File: src/rtl/eth_tx_arbiter_if.sv
// AXI-Stream bundle used by the Ethernet TX arbiter.
// The master modport drives a stream and the slave modport receives it.
interface eth_tx_arbiter_if #(
   parameter int DATA_WIDTH = 8,
   parameter int KEEP_WIDTH = DATA_WIDTH / 8
);
   logic [DATA_WIDTH-1:0] tdata;
   logic [KEEP_WIDTH-1:0] tkeep;
   logic                  tvalid;
   logic                  tlast;
   logic                  tuser;
   logic                  tready;

   modport master (
      output tdata, tkeep, tvalid, tlast, tuser,
      input  tready
   );

   modport slave (
      input  tdata, tkeep, tvalid, tlast, tuser,
      output tready
   );
endinterface

File: src/rtl/eth_tx_arbiter.sv
// Two-requester, frame-granular round-robin arbiter feeding a MAC TX stream.
// Optional per-port frame counters (frames0/frames1) are built when the macro
// ETH_TX_ARBITER_STATS_EN is defined; without it the ports are absent and the
// arbitration behaviour is unchanged.
module eth_tx_arbiter #(
   parameter int DATA_WIDTH = 8,
   parameter int KEEP_WIDTH = DATA_WIDTH / 8
) (
   input  logic                   clock,
   input  logic                   reset,
   eth_tx_arbiter_if.slave        s0_axis,
   eth_tx_arbiter_if.slave        s1_axis,
   eth_tx_arbiter_if.master       m_axis,
   output logic [1:0]             grant,
   output logic                   busy
`ifdef ETH_TX_ARBITER_STATS_EN
   ,
   output logic [31:0]            frames0,
   output logic [31:0]            frames1
`endif
);

   localparam logic [0:0] IDLE  = 1'b0;
   localparam logic [0:0] GRANT = 1'b1;

   logic [0:0]            state;
   logic                  sel;
   logic                  last;
   logic                  pick;
   logic                  any_valid;
   logic                  frame_done;

   logic [DATA_WIDTH-1:0] mux_tdata;
   logic [KEEP_WIDTH-1:0] mux_tkeep;
   logic                  mux_tvalid;
   logic                  mux_tlast;
   logic                  mux_tuser;

   // Choose the next owner: the lone requester, or the one not served last time.
   always_comb begin
      any_valid = s0_axis.tvalid | s1_axis.tvalid;
      if (s0_axis.tvalid && s1_axis.tvalid) begin
         pick = ~last;
      end else begin
         pick = s1_axis.tvalid;
      end
   end

   // A frame ends on the beat that carries tlast and is accepted downstream.
   assign frame_done = (state == GRANT) & mux_tvalid & m_axis.tready & mux_tlast;

   // Owner/pointer register and IDLE/GRANT sequencing; reset beats everything.
   always_ff @(posedge clock) begin
      if (reset) begin
         state <= IDLE;
         sel   <= 1'b0;
         last  <= 1'b1;
      end else begin
         case (state)
            IDLE: begin
               if (any_valid) begin
                  state <= GRANT;
                  sel   <= pick;
                  last  <= pick;
               end
            end
            GRANT: begin
               if (frame_done) begin
                  state <= IDLE;
               end
            end
            default: state <= IDLE;
         endcase
      end
   end

   // Route the owner's stream to the MAC and its tready back; all zero when idle.
   always_comb begin
      mux_tdata      = '0;
      mux_tkeep      = '0;
      mux_tvalid     = 1'b0;
      mux_tlast      = 1'b0;
      mux_tuser      = 1'b0;
      s0_axis.tready = 1'b0;
      s1_axis.tready = 1'b0;
      if (state == GRANT) begin
         if (sel == 1'b0) begin
            mux_tdata      = s0_axis.tdata;
            mux_tkeep      = s0_axis.tkeep;
            mux_tvalid     = s0_axis.tvalid;
            mux_tlast      = s0_axis.tlast;
            mux_tuser      = s0_axis.tuser;
            s0_axis.tready = m_axis.tready;
         end else begin
            mux_tdata      = s1_axis.tdata;
            mux_tkeep      = s1_axis.tkeep;
            mux_tvalid     = s1_axis.tvalid;
            mux_tlast      = s1_axis.tlast;
            mux_tuser      = s1_axis.tuser;
            s1_axis.tready = m_axis.tready;
         end
      end
   end

   assign m_axis.tdata  = mux_tdata;
   assign m_axis.tkeep  = mux_tkeep;
   assign m_axis.tvalid = mux_tvalid;
   assign m_axis.tlast  = mux_tlast;
   assign m_axis.tuser  = mux_tuser;

   assign busy  = (state == GRANT);
   assign grant = (state == GRANT) ? (sel ? 2'b10 : 2'b01) : 2'b00;

`ifdef ETH_TX_ARBITER_STATS_EN
   // Count completed frames per owner; the counters wrap naturally at 2^32.
   always_ff @(posedge clock) begin
      if (reset) begin
         frames0 <= '0;
         frames1 <= '0;
      end else if (frame_done) begin
         if (sel) begin
            frames1 <= frames1 + 32'd1;
         end else begin
            frames0 <= frames0 + 32'd1;
         end
      end
   end
`endif

endmodule

File: src/flat_wrapper.sv
// flat-port wrapper written by rule: the top's interface ports become plain ports
module eth_tx_arbiter_flat 
#(
   parameter int DATA_WIDTH = 8,
   parameter int KEEP_WIDTH = DATA_WIDTH / 8
)
  (clock, reset, grant, busy, s0_axis_tdata, s0_axis_tkeep, s0_axis_tvalid, s0_axis_tlast, s0_axis_tuser, s0_axis_tready, s1_axis_tdata, s1_axis_tkeep, s1_axis_tvalid, s1_axis_tlast, s1_axis_tuser, s1_axis_tready, m_axis_tdata, m_axis_tkeep, m_axis_tvalid, m_axis_tlast, m_axis_tuser, m_axis_tready);
  eth_tx_arbiter_if #(.DATA_WIDTH(DATA_WIDTH), .KEEP_WIDTH(KEEP_WIDTH)) s0_axis_i ();
  eth_tx_arbiter_if #(.DATA_WIDTH(DATA_WIDTH), .KEEP_WIDTH(KEEP_WIDTH)) s1_axis_i ();
  eth_tx_arbiter_if #(.DATA_WIDTH(DATA_WIDTH), .KEEP_WIDTH(KEEP_WIDTH)) m_axis_i ();
  input  logic clock;
  input  logic reset;
  output logic [1:0] grant;
  output logic busy;
  input wire logic [$bits(s0_axis_i.tdata)-1:0] s0_axis_tdata;
  input wire logic [$bits(s0_axis_i.tkeep)-1:0] s0_axis_tkeep;
  input wire logic [$bits(s0_axis_i.tvalid)-1:0] s0_axis_tvalid;
  input wire logic [$bits(s0_axis_i.tlast)-1:0] s0_axis_tlast;
  input wire logic [$bits(s0_axis_i.tuser)-1:0] s0_axis_tuser;
  output wire logic [$bits(s0_axis_i.tready)-1:0] s0_axis_tready;
  input wire logic [$bits(s1_axis_i.tdata)-1:0] s1_axis_tdata;
  input wire logic [$bits(s1_axis_i.tkeep)-1:0] s1_axis_tkeep;
  input wire logic [$bits(s1_axis_i.tvalid)-1:0] s1_axis_tvalid;
  input wire logic [$bits(s1_axis_i.tlast)-1:0] s1_axis_tlast;
  input wire logic [$bits(s1_axis_i.tuser)-1:0] s1_axis_tuser;
  output wire logic [$bits(s1_axis_i.tready)-1:0] s1_axis_tready;
  output wire logic [$bits(m_axis_i.tdata)-1:0] m_axis_tdata;
  output wire logic [$bits(m_axis_i.tkeep)-1:0] m_axis_tkeep;
  output wire logic [$bits(m_axis_i.tvalid)-1:0] m_axis_tvalid;
  output wire logic [$bits(m_axis_i.tlast)-1:0] m_axis_tlast;
  output wire logic [$bits(m_axis_i.tuser)-1:0] m_axis_tuser;
  input wire logic [$bits(m_axis_i.tready)-1:0] m_axis_tready;
  assign s0_axis_i.tdata = s0_axis_tdata;
  assign s0_axis_i.tkeep = s0_axis_tkeep;
  assign s0_axis_i.tvalid = s0_axis_tvalid;
  assign s0_axis_i.tlast = s0_axis_tlast;
  assign s0_axis_i.tuser = s0_axis_tuser;
  assign s0_axis_tready = s0_axis_i.tready;
  assign s1_axis_i.tdata = s1_axis_tdata;
  assign s1_axis_i.tkeep = s1_axis_tkeep;
  assign s1_axis_i.tvalid = s1_axis_tvalid;
  assign s1_axis_i.tlast = s1_axis_tlast;
  assign s1_axis_i.tuser = s1_axis_tuser;
  assign s1_axis_tready = s1_axis_i.tready;
  assign m_axis_tdata = m_axis_i.tdata;
  assign m_axis_tkeep = m_axis_i.tkeep;
  assign m_axis_tvalid = m_axis_i.tvalid;
  assign m_axis_tlast = m_axis_i.tlast;
  assign m_axis_tuser = m_axis_i.tuser;
  assign m_axis_i.tready = m_axis_tready;
  eth_tx_arbiter #(.DATA_WIDTH(DATA_WIDTH), .KEEP_WIDTH(KEEP_WIDTH)) u_core (.clock(clock), .reset(reset), .s0_axis(s0_axis_i), .s1_axis(s1_axis_i), .m_axis(m_axis_i), .grant(grant), .busy(busy));
endmodule
File: config.mk
export PLATFORM = sky130hd
export DESIGN_NAME = eth_tx_arbiter_flat
export DESIGN_NICKNAME = d
export VERILOG_FILES = /design/src/rtl/eth_tx_arbiter_if.sv /design/src/rtl/eth_tx_arbiter.sv /design/src/flat_wrapper.sv
export SDC_FILE = /design/constraint.sdc
export NUM_CORES = 1
export LEC_CHECK = 0
export BUFFER_PORTS_ARGS = -buffer_cell sky130_fd_sc_hd__buf_2
export CORE_AREA = 2 2 39 41
export CTS_BUF_LIST = sky130_fd_sc_hd__clkbuf_2
export DETAILED_ROUTE_END_ITERATION = 8
export DIE_AREA = 0 0 41 43
export HOLD_SLACK_MARGIN = 0.05
export PLACE_DENSITY = 0.72
export SYNTH_ARGS = -nofsm -noshare
export SYNTH_HDL_FRONTEND = slang
export SYNTH_SLANG_ARGS = --single-unit
File: constraint.sdc
create_clock -name clock -period 2.9 [get_ports clock]
set_clock_uncertainty 0.1 [all_clocks]
set_input_delay 0.58 -clock clock [delete_from_list [all_inputs] [get_ports clock]]
set_output_delay 0.58 -clock clock [all_outputs]
set_load 0.05 [all_outputs]
; Word level (Yosys, flattened, before mapping)
; Cells that the tools add are included.
[word_totals]
register_bits = 3
output_inout_bits = 17
elab_cells = 31
[op_classes]
mux = 20
n_reduce_logical = 2
n_bitwise = 6
[ops]
columns = operator, n
row1 = 2-to-1 mux 8 bit, 2
row2 = 2-to-1 mux 1 bit, 15
row3 = 2-to-1 mux 2 bit, 2
row4 = AND 1 bit, 3
row5 = NOT 1 bit, 2
row6 = one-hot mux 1 bit (2 select lines), 1
row7 = AND reduction 2 bit, 1
row8 = logical AND 1 bit, 1
row9 = OR 1 bit, 1

; Logic depth before layout (Yosys ltp)
; Gate-level depths: netlist of the first run.
[depth]
ltp_word = 7
ltp_mapped = 4

; Worst setup path before layout of the first run
; OpenSTA, ideal clock, no wires.
[synth_path]
path_type = flip-flop to output port
from = register u_core.state (netlist: u_core.busy)
to = output port m_axis_tdata[0]
t_required_ns = 2.220
t_arrival_ns = 1.742
setup_slack_ns = 0.478
path_stages_with_launch = 4
path_cell_list = dfxtp_1 inv_1 buf_2 nor2_1
[synth_between]
elab_chain_len = 1
[synth_lines]
columns = element, line
row1 = from (decl), eth_tx_arbiter.sv:26  ; logic [0:0] state;
row2 = from (signal assigned), eth_tx_arbiter.sv:55  ; state <= IDLE;
row3 = from (signal assigned), eth_tx_arbiter.sv:62  ; state <= GRANT;
row4 = from (signal assigned), eth_tx_arbiter.sv:69  ; state <= IDLE;
row5 = 2-to-1 mux 8 bit, eth_tx_arbiter.sv:86  ; if (state == GRANT) begin
row6 = to (decl), flat_wrapper.sv:27  ; output wire logic [$bits(m_axis_i.tdata)-1:0] m_axis_tdata;
; No other way between the ends.

; Worst setup path in the final report of the first run
[layout_path]
from = register u_core.sel
to = output port m_axis_tlast
[layout_between]
elab_chain_len = 2
[layout_lines]
columns = element, line
row1 = from (decl), eth_tx_arbiter.sv:27  ; logic sel;
row2 = from (signal assigned), eth_tx_arbiter.sv:63  ; sel <= pick;
row3 = 2-to-1 mux 1 bit, eth_tx_arbiter.sv:87  ; if (sel == 1'b0) begin
row4 = 2-to-1 mux 1 bit, eth_tx_arbiter.sv:86
row5 = to (decl), flat_wrapper.sv:30  ; output wire logic [$bits(m_axis_i.tlast)-1:0] m_axis_tlast;
; No other way between the ends.

==> run summary, run 1 <==
Outcome - finished clean
CP max stage cell - dfxtp_1
Final nets - 117
Depth of the CTS H-tree - 1
GRT Total Usage - 12.2%
Synth Area per Inst - 7.56 um^2
CTS tree - built
Hold buffer count at CTS - 0
Final min period - 2.35 ns
Post-CTS setup buffers - 0
Netlist cell types - 17
HP Class - flop to flop
Clock-pin slew on the worst setup and hold paths - 0.04 ns
Layout cell share with drive strength beyond 1 - 55.1%
DP Area - 552 um^2
Largest stage delay, worst path - 0.84 ns
Top post-synthesis cells by area - mux2i_1 (32%), dfxtp_1 (18%), nor2_1 (18%), mux2i_2 (4.0%), a211oi_2 (3.7%)
WP buf/inv - 1
Placed Cells - 101
Lkg Pwr - 0.324 nW
Post-CTS sizing - 0
Largest net degree at the start of global routing - 18
Detailed Routing Iterations Pass 1 - 2
Worst setup EP type - output port
Die W - 41 um
RSZ-0062 raised after global routing - false
Final period utilization - 81.1%
Routability cong. - 0.690
Initial antenna violation count - 0
Port Buffers - 43
Non-filler cells, final - 105
FF+latch count, synth - 3
First DRT Iteration DRCs - 3
Cell count after synthesis - 45
Critical path cell sequence - mux2i_1, nor2_1, buf_2
Sink Count - 3
Final wirelength - 977 um
Clock Latency Late Sink - 0.21 ns
First-pass GRT wire length - 1520 um
Fin. Hold Viols - 0
Vias per cell - 4.49
Mapped Nets - 72
Sequential fraction of the synthesis area - 17.6%
# rows - 14
Final WS setup - 0.548 ns
Top delay family on crit path - flip-flops
MaxCap Viol Count - 0
Top-area cell type share of the netlist area - 32.4%
Worst Path Max Fanout - 17
Mapped cell area - 340 um^2
Core Box Area - 0.00138 mm^2
Die area - 0.00176 mm^2
Worst slew pin tran - 0.809 ns
Clock buffer depth - 2
Dpl ws - 0.769 ns
Worst path required time - 2.22 ns
Fmax - 425 MHz
Antenna diodes - 0
Top Ports - 44
IR drop worst, VDD - 0.160 mV
Crit path DAT - 1.67 ns
DR WL/cell - 9.30 um
Vias in the first global route - 389
CTS root buf - clkbuf_2
Vias post-DR - 471
Setup Viol. Count Final - 0
Final ANT Viol Nets - 0
Area grow syn2layout - 68.0%
Starting Density - 24.6%
CTS buffer count - 3
Residual DRC - 0
Max-slew headroom at the worst pin - 46.0%
Post-route cell area - 572 um^2
GR Overflow Total - 0
Pwr dens - 409 mW/mm^2
Die height - 43 um
Worst setup path class - flop to output port
Fin. max-slew vios - 0
Synth Warn # - 0
Sum of negative setup slack - 0 ns
Dpl hpwl - 787 um
Synth area leader - mux2i_1
CP Launch Type - flop
state kept, by name, indices dropped and copies added (netlist names):
| register | flops |
|---|---|
| u_core.last | 1 |
| u_core.sel | 1 |
| u_core.busy | 1 |
per-stage QoR:
stage / utilization [%] / total power [mW] / hold slack (ns)
2_1_floorplan: - / 0.143 / 0.359
3_3_place_gp: 39.9 / 0.176 / 0.376
3_5_place_dp: 39.9 / 0.176 / 0.384
4_1_cts: 41.3 / 0.237 / 0.394
5_1_grt: 41.3 / 0.250 / 0.418
6_report: 41.3 / 0.234 / 0.396
metal layers:
layer | global-route usage [%] | part of all wire (%)
met1 | 14.4 | 43
met5 | 0 | 0
met3 | 2.09 | 13
met2 | 20.0 | 42
met4 | 6.00 | 1.6
layout by cell type, fill, tap and decap left out, types with 2 or more instances in the layout:
| cell | Yosys | routed |
|---|---|---|
| nor2_1 | 16 | 16 |
| buf_2 | 1 | 43 |
| mux2i_1 | 11 | 11 |
| clkbuf_2 | 0 | 4 |
| nand2_1 | 2 | 2 |
| dfxtp_1 | 3 | 3 |
cell usage after synthesis (all sizes together):
cell type / n
nor2: 16
mux2i: 12
buf: 3
dfxtp: 3
nand2: 2
a211o: 1
a211oi: 1
a32oi: 1
and2: 1
and3: 1
inv: 1
nand2b: 1
nor3: 1
nor3b: 1
power by group:
group          internal (mW)  switching [mW]
Sequential            0.0446         0.00890
Clock                 0.0364          0.0220
Combinational         0.0395          0.0823
final timing paths:
path | startpoint | endpoint | slack, ns | cells after the start
worst max-delay path | u_core.sel | m_axis_tlast | 0.55 | 3
worst min-delay path | u_core.last | u_core.last | 0.40 | 1
worst max register to register | u_core.sel | u_core.busy | 1.27 | 3
worst min register to register | u_core.last | u_core.last | 0.40 | 1
worst register-to-register path, cell delays in order (launching register included):
cell and delay (ns):
dfxtp_1 0.84, mux2i_2 0.32, nor2_1 0.10, a211oi_2 0.20
cells by family (layout without fill, tap and decap cells):
family / count (synthesis) / after routing / share of synthesized area, %
muxes: 12 / 12 / 36.4
and+or+nand+nor: 23 / 23 / 29.0
DFF: 3 / 3 / 17.6
AOI/OAI and AO/OA: 3 / 3 / 8.82
buffers and inverters: 4 / 48 / 8.09
final cells by class:
class / count / area, um^2
inverters: 1 / 3.75
well taps: 16 / 20.0
clock buffers: 4 / 20.0
fillers: 140 / 812
flip-flops and latches: 3 / 60.1
multi-input cells: 38 / 253
repair buffers: 43 / 215
No activity file was read; power rests on OpenSTA's default activity.
==> inputs of run 2 (changes only) <==
ABC_AREA = 1   (was unset)
PLACE_DENSITY = 0.68   (was 0.72)
clock period = 2.2 ns   (was 2.9 ns; I/O delays follow)
==> run summary, run 2 <==
Power Total - 0.319 mW (was 0.234 mW)
Residual DRC - 0 (unchanged)
Top post-synthesis cells by area - a22o_1 (31%), dfxtp_1 (21%), nand3_1 (11%), buf_6 (7.9%), nand2_1 (7.9%) (was mux2i_1 (32%), dfxtp_1 (18%), nor2_1 (18%), mux2i_2 (4.0%), a211oi_2 (3.7%))
Vias post-DR - 459 (was 471)
Dpl hpwl - 774 um (was 787 um)
Top Ports - 44 (unchanged)
Die height - 43 um (unchanged)
Worst setup EP type - output port (unchanged)
Final wirelength - 932 um (was 977 um)
Pwr dens - 604 mW/mm^2 (was 409 mW/mm^2)
Routability cong. - 0.752 (was 0.690)
Top delay family on crit path - flip-flops (unchanged)
Placed Cells - 96 (was 101)
Vias per cell - 4.59 (was 4.49)
Met3 routed WL - 227 um (was 130 um)
Sum of negative setup slack - 0 ns (unchanged)
Area grow syn2layout - 85.1% (was 68.0%)
Final ANT Viol Nets - 0 (unchanged)
Clock buffer depth - 2 (unchanged)
Commonest non-fill, non-tap cell in the layout - buf_2 (unchanged)
Port Buffers - 43 (unchanged)
Largest family of logic cells by synthesized area - compound AO/OA/AOI/OAI gates (was multiplexers)
Fin. max-slew vios - 0 (unchanged)
GR Overflow Total - 0 (unchanged)
Vias in the first global route - 343 (was 389)
Wl on met1 - 372 um (was 422 um)
Die W - 41 um (unchanged)
EDFF count, synth - 0 (unchanged)
Worst Path Max Fanout - 11 (was 17)
# rows - 14 (unchanged)
WP buf/inv - 2 (was 1)
Die area - 0.00176 mm^2 (unchanged)
CTS tree - built (unchanged)
GRT Total Usage - 9.50% (was 12.2%)
Complex-gate fraction of the synthesized area - 37.3% (was 8.82%)
Antenna diodes - 0 (unchanged)
Largest stage delay, worst path - 0.50 ns (was 0.84 ns)
Area share of fa/ha/maj cells after synthesis - 0% (unchanged)
Asr flop ratio synth - 0% (unchanged)
Final Hold Slack - 0.332 ns (was 0.396 ns)
Post-synth top flop - dfxtp_1 (unchanged)
Critical path cell sequence - nand2_1, inv_2, a22o_1, buf_2 (was mux2i_1, nor2_1, buf_2)
Largest net degree at the start of global routing - 12 (was 18)
Initial antenna violation count - 0 (unchanged)
MaxCap Viol Count - 0 (unchanged)
Most frequent cells in the layout - buf_2 (43), a22o_1 (10), nand2_1 (6), nand3_1 (6), clkbuf_2 (4) (was buf_2 (43), nor2_1 (16), mux2i_1 (11))
Core Box Area - 0.00138 mm^2 (unchanged)
Worst setup path class - flop to output port (unchanged)
Cell count after synthesis - 39 (was 45)
Depth of the CTS H-tree - 1 (unchanged)
Final period utilization - 89.2%
Dpl ws - 0.332 ns (was 0.769 ns)
IR drop worst, VDD - 0.363 mV (was 0.160 mV)
Post-synthesis mux area share - 0% (was 36.4%)
First DRT Iteration DRCs - 3 (unchanged)
Detailed Routing Iterations Pass 1 - 4 (was 2)
Lkg Pwr - 0.329 nW (was 0.324 nW)
Outcome - finished clean (unchanged)
XOR/XNOR Fraction of Synth Area - 0% (unchanged)
Non-filler cells, final - 100 (was 105)
Most frequent cell after synthesis - a22o_1 (was nor2_1)
Synth cell count leaders - a22o_1 (10), nand2_1 (6), nand3_1 (6) (was nor2_1 (16), mux2i_1 (11), dfxtp_1 (3))
Mapped Nets - 66 (was 72)
HP Class - input port to flop (was flop to flop)
Worst slew pin tran - 0.326 ns (was 0.809 ns)
FF+latch count, synth - 3 (unchanged)
Final WS setup - 0.239 ns (was 0.548 ns)
Layout cell share with drive strength beyond 1 - 64.3% (was 55.1%)
Worst path required time - 1.66 ns (was 2.22 ns)
Final min period - 1.96 ns
Synth Area per Inst - 7.31 um^2 (was 7.56 um^2)
CP Launch Type - flop (unchanged)
RSZ-0062 raised after global routing - false (unchanged)
Synth area leader - a22o_1 (was mux2i_1)
Sequential fraction of the synthesis area - 21.1% (was 17.6%)
Fmax - 510 MHz
Crit path DAT - 1.42 ns (was 1.67 ns)
Fin. Hold Viols - 0 (unchanged)
Clock Latency Late Sink - 0.20 ns (was 0.21 ns)
DR top layer - met3 (was met4)
Netlist cell types - 15 (was 17)
Mapped cell area - 285 um^2 (was 340 um^2)
Post-Synth Simple-Gate Area - 28.5% (was 29.0%)
Top-area cell type share of the netlist area - 30.7% (was 32.4%)
Setup Viol. Count Final - 0 (unchanged)
Synth Warn # - 0 (unchanged)
CP max stage cell - dfxtp_1 (unchanged)
CTS buffer count - 3 (unchanged)
Sink Count - 3 (unchanged)
Final nets - 112 (was 117)
WL met2 - 332 um (was 408 um)
First-pass GRT wire length - 1210 um (was 1520 um)
DR WL/cell - 9.32 um (was 9.30 um)
Clock-pin slew on the worst setup and hold paths - 0.04 ns (about the same)
Starting Density - 20.6% (was 24.6%)
Max-slew headroom at the worst pin - 78.2% (was 46.0%)
CTS root buf - clkbuf_2 (unchanged)
## run 2: cell types whose count changed in the layout (fill, tap and decap cells not counted), sizes merged, moves of 2 or more
cell   before  now
nor2       16    2
mux2i      12    0
a22o        0   10
nand3       0    6
nand2       2    7
inv         1    4
a21oi       0    2
## run 2: timing repair
action                                  in CTS  in global routing
resized for setup                            0                  1
buffers inserted                             0                  0
hold buffers                                 0                  0
endpoints found under the setup margin       0                  7
## run 2: cells by family after synthesis
group / Yosys count
buffers and inverters: 6
and+or+nand+nor: 17
AOI/OAI and AO/OA: 13
DFF: 3
## run 2: metrics by stage
| step | util, % | area (um^2) |
|---|---|---|
| global placement | 36.3 | 503 |
| finish | 38.2 | 528 |
| CTS | 37.8 | 523 |
| detailed placement | 36.3 | 503 |
| global route | 38.2 | 528 |
| floorplan | - | 290 |
## run 2: final timing paths
path / to / start / slack [ns] / depth (start not counted)
max: m_axis_tdata[7] / u_core.sel / 0.24 / 4
min: u_core.busy / reset / 0.33 / 2
max reg2reg: u_core.busy / u_core.sel / 1.05 / 5
min reg2reg: u_core.last / u_core.last / 0.37 / 2
## run 2: report_power, final
group | internal (mW) | switching, mW | total [mW]
Sequential | 0.0598 | 0.00829 | 0.0681
Combinational | 0.0517 | 0.124 | 0.176
Clock | 0.0479 | 0.0271 | 0.0750
## run 2: final cells by class
type,count,area [um^2]
fillers,144,856
inverters,4,15.0
flip-flops and latches,3,60.1
multi-input cells,30,198
well taps,16,20.0
repair buffers,43,215
clock buffers,4,20.0
## run 2: routing by layer
layer | vias to the layer above | track usage (%)
met1 | 182 | 9.84
met4 | 0 | 0
met3 | 0 | 5.24
met5 | - | 0
met2 | 45 | 16.9
li1 | 232 | -
